<file path="config.mk">
export PLATFORM = sky130hd
export DESIGN_NAME = fifo_send_reader
export DESIGN_NICKNAME = d
export VERILOG_FILES = /design/src/rtl/fifo_send_reader.sv
export SDC_FILE = /design/constraint.sdc
export NUM_CORES = 1
export LEC_CHECK = 0
export CAP_MARGIN = 20
export CORE_MARGIN = 10
export CORE_UTILIZATION = 46
export DETAILED_ROUTE_END_ITERATION = 10
export PLACE_DENSITY = 0.74
export SLEW_MARGIN = 20
export SYNTH_ARGS = -nofsm -noshare
export SYNTH_HDL_FRONTEND = slang
export SYNTH_SLANG_ARGS = --single-unit
export TNS_END_PERCENT = 50
</file>
<file path="constraint.sdc">
create_clock -name rd_clk -period 5.2 [get_ports rd_clk]
set_input_delay 1.04 -clock rd_clk [delete_from_list [all_inputs] [get_ports rd_clk]]
set_output_delay 1.04 -clock rd_clk [all_outputs]
set_load 0.005 [all_outputs]
</file>
<file path="src/rtl/fifo_send_reader.sv">
// fifo_send_reader: pops 32-bit words from a prefetch FIFO and streams them out as a length-bounded byte packet
module fifo_send_reader #(
  parameter int LEN_W     = 16,
  parameter bit LSB_FIRST = 1'b1
) (
  input  logic             rd_clk,
  input  logic             rd_rst,
  input  logic             start,
  input  logic [LEN_W-1:0] pkt_len,
  output logic             busy,
  output logic             done,
  output logic             fifo_rd_en,
  input  logic             fifo_rd_vld,
  input  logic [31:0]      fifo_rd_data,
  output logic [7:0]       tx_data,
  output logic             tx_valid,
  input  logic             tx_ready,
  output logic             tx_last,
  output logic [15:0]      starve_cnt
);
  typedef enum logic [1:0] {IDLE, WAIT_WORD, SEND, DONE} state_t;
  state_t           r_state, w_next;
  logic [LEN_W-1:0] r_rem;
  logic [31:0]      r_hold;
  logic [1:0]       r_idx, w_sel;
  logic [15:0]      r_starve;
  logic             w_hs, w_final, w_word_end, w_pop;
  always_ff @(posedge rd_clk)
    if (rd_rst) r_state <= IDLE;
    else        r_state <= w_next;
  always_comb begin
    w_next = r_state;
    case (r_state)
      IDLE:      if (start) w_next = (pkt_len != '0) ? WAIT_WORD : DONE;
      WAIT_WORD: if (fifo_rd_vld) w_next = SEND;
      SEND:      if (w_hs) w_next = w_final ? DONE : (w_word_end && !fifo_rd_vld) ? WAIT_WORD : SEND;
      default:   w_next = IDLE;
    endcase
  end
  always_comb begin
    w_hs       = (r_state == SEND) && tx_ready;
    w_final    = w_hs && (r_rem == LEN_W'(1));
    w_word_end = w_hs && (r_idx == 2'd3);
    // the next word is fetched on the same edge the last byte of the held word leaves
    w_pop      = !rd_rst && fifo_rd_vld && ((r_state == WAIT_WORD) || (w_word_end && !w_final));
    fifo_rd_en = w_pop;
    busy       = (r_state == WAIT_WORD) || (r_state == SEND);
    done       = r_state == DONE;
    tx_valid   = r_state == SEND;
    tx_last    = tx_valid && (r_rem == LEN_W'(1));
    w_sel      = LSB_FIRST ? r_idx : ~r_idx;
    tx_data    = tx_valid ? r_hold[{w_sel, 3'b000} +: 8] : 8'h00;
    starve_cnt = r_starve;
  end
  always_ff @(posedge rd_clk)
    if (rd_rst) begin
      r_rem    <= '0;
      r_hold   <= '0;
      r_idx    <= '0;
      r_starve <= '0;
    end else begin
      if (r_state == IDLE && start) r_rem <= pkt_len;
      else if (w_hs)                r_rem <= r_rem - LEN_W'(1);
      if (w_pop) begin
        r_hold <= fifo_rd_data;
        r_idx  <= 2'd0;
      end else if (w_hs) r_idx <= r_idx + 2'd1;
      if (r_state == WAIT_WORD && !fifo_rd_vld && r_starve != 16'hFFFF) r_starve <= r_starve + 16'd1;
    end
endmodule

</file>
==> summary.md <==
## Timing
* post-route worst hold slack: 0.4604 ns
* Pins Over Slew Limit: 0
* RSZ-0062 raised after global routing: no
* final hold violation count: 0
* Final min period: 3.974 ns
* Rel. slew slack: 31.64%
* ratio of final minimum period to clock period: 76.43%
* final setup violation count: 0
* actual slew at the worst max-slew pin: 1.024 ns
* sum of negative setup slack: 0 ns
* final worst slack: 1.226 ns
* Fmax achieved: 251.6 MHz
* worst clock skew on the final layout: 0.006896 ns

## Setup path
* reg2reg setup slack: 2.58 ns
* startpoint types: input port
* type of the worst setup path: input port to output pin
* maximum fanout count along the critical path: 9
* cell count of the worst reg-to-reg path: 6
* arrival time at the worst endpoint: 2.93 ns
* kind of capture point of the worst setup path: output pin
* required time of the critical path: 4.16 ns

## Routing
* Routed WL: 9127 um
* number of iterations in the first detailed-routing pass: 4
* iteration-0 DRC count of the detailed router: 87
* vias per cell: 5.515
* WL per Instance: 15.58 um
* detailed-route via count: 3232
* antenna viol nets, final: 0
* DRC violation count after routing: 0

## Placement
* number of placed instances, taps included: 570
* detailed-placement wirelength estimate: 6662 um
* dpl ws: 1.249 ns
* IO Port Bufs: 81
* weighted congestion at the end of routability-driven global placement: 0.7914

## Global route
* pin count of the biggest net entering global routing: 71
* vias in the first global route: 3181
* number of antenna violations at the first check in global routing: 0
* GRT Overall Usage: 15.68%
* wire length of the first global-routing pass: 14860 um
* overall overflow remaining after global route: 0

## Cells and area
* Final nets: 540
* final std cells w/o fill: 586
* share of post-route cells with drive strength above 1: 7.231%
* antenna diode count: 0
* most used cells in the layout excluding fill and tap cells: nand2_1, clkdlybuf4s50_1, dfxtp_1
* synthesis-to-layout area growth: 28.64%
* Final Util: 60.26%

## Run
* number of violations of the max-capacitance limit: 0

## CTS
* Max Buffers Root-to-Sink: 2
* Inserted Clock Buffers: 9
* number of buffers inserted to repair setup after CTS: 0
* cell at the root of the clock tree: clkbuf_8
* TritonCTS sink count: 68
* number of H-tree branching levels: 3
* clock transition at the registers of the reported paths: 0.07 ns
* quantity of hold-fixing buffers added after cts: 0
* post-cts sizing count: 0
* CTS tree: built
* clock insertion delay at the later pin of the skew report: 0.35 ns

## Die
* area of the die: 0.01172 mm2
* vertical die dimension: 108.2 um
* I/O pin cnt: 82
* Site Rows: 32
* effective utilization at floorplan: 46.84%
* floorplan die width: 108.2 um
* core outline area: 0.007647 mm2

## Yosys
* share of async-settable or async-resettable flops after synthesis: 0%
* distinct cell type count of the synthesized netlist: 50
* synthesized instance count: 410
* number of enable-type register cells in the synthesized netlist: 0
* combined area of all synthesized cells: 0.003582 mm2
* number of register bits inferred by synthesis: 68
* most used flip-flop cell after synthesis: dfxtp_1
* cell taking the most area after synthesis: dfxtp_1
* biggest area contributors in the synthesized netlist: dfxtp_1, mux2i_1, nand2_1
* portion of the post-synthesis area used by sequential elements: 38.00%
* Warnings, synthesis: 0
* post-synth top area share: 38.00%
* post-synthesis average cell area: 8.737 um2
* Post-Syn Nets: 471

## Power and ir drop
* maximum vdd drop: 0.1882 mV
* Power Density: 335.3 mW/mm2
* reported leakage power: 0.001815 uW

## Status
* result of the run: complete, no violations

## Hold path
* Hold/Removal Path Class: register to register
* worst hold stages: 2

-- final cells by class --
cell class / count / area (um2)
timing repair buffer: 83 / 825.8
inverter: 11 / 41.29
tap: 102 / 127.6
fill: 653 / 3039
clock buffer: 14 / 152.6
clock inverter: 2 / 10.01
multi-input combinational: 306 / 2090
sequential: 68 / 1361
-- routing by layer --
layer | vias up | global-route usage [%] | routed length [um]
met5 | - | 0 | 0
met4 | 0 | 5.916 | 129
met3 | 13 | 5.830 | 685
met2 | 91 | 26.08 | 4382
met1 | 1521 | 17.93 | 3929
li1 | 1607 | - | -
-- synthesized netlist by cell type, types with 8 or more instances --
library cell,n
a211oi_1,10
a21oi_1,12
and2_1,12
clkbuf_1,19
dfxtp_1,68
ha_1,8
inv_1,10
mux2i_1,33
mux4_2,8
nand2_1,81
nand3_1,8
nor2_1,31
or4_1,8
-- stage by stage --
step,cell area (um2),power [uW]
2_1_floorplan,3582,1015
3_3_place_gp,4441,1160
3_5_place_dp,4441,1174
4_1_cts,4603,1558
5_1_grt,4608,1646
6_report,4608,1545
-- critical path, stage by stage --
cell	delay [ns]
clkdlybuf4s50_1	0.57
and2_1	0.36
nand3_1	0.18
a2bb2oi_4	0.17
nor2_1	0.09
clkdlybuf4s50_1	0.51
-- where the power goes --
part	switching [uW]	internal [uW]	leakage, uW
Clock	194	186	0.0000844
Sequential	74.9	607	0.000554
Combinational	249	235	0.00118
-- logic make-up (layout without fill, tap and decap cells) --
kind of cell	Yosys count	after routing	share of synthesized area (%)
buffers and inverters	36	110	4.122
and+or+nand+nor	187	187	25.74
xor gates and xnor gates	9	9	2.200
adders and majority gates	8	8	2.794
DFF	68	68	38.00
AOI/OAI and AO/OA	55	55	11.00
muxes	47	47	16.14
-- final timing paths --
path | startpoint | to
worst max-delay path | tx_ready | fifo_rd_en
worst min-delay path | r_hold[0]$_SDFFE_PP0P_ | r_hold[0]$_SDFFE_PP0P_
worst max register to register | r_state[0]$_SDFFE_PP0P_ | r_rem[9]$_SDFFE_PP0P_
worst min register to register | r_hold[0]$_SDFFE_PP0P_ | r_hold[0]$_SDFFE_PP0P_
-- state kept, by name, summed over array words and instances (netlist names) --
register	cells
r_hold	32
r_idx	2
starve_cnt	16
r_rem	16
r_state	2
No activity file was read; power rests on OpenSTA's default activity.
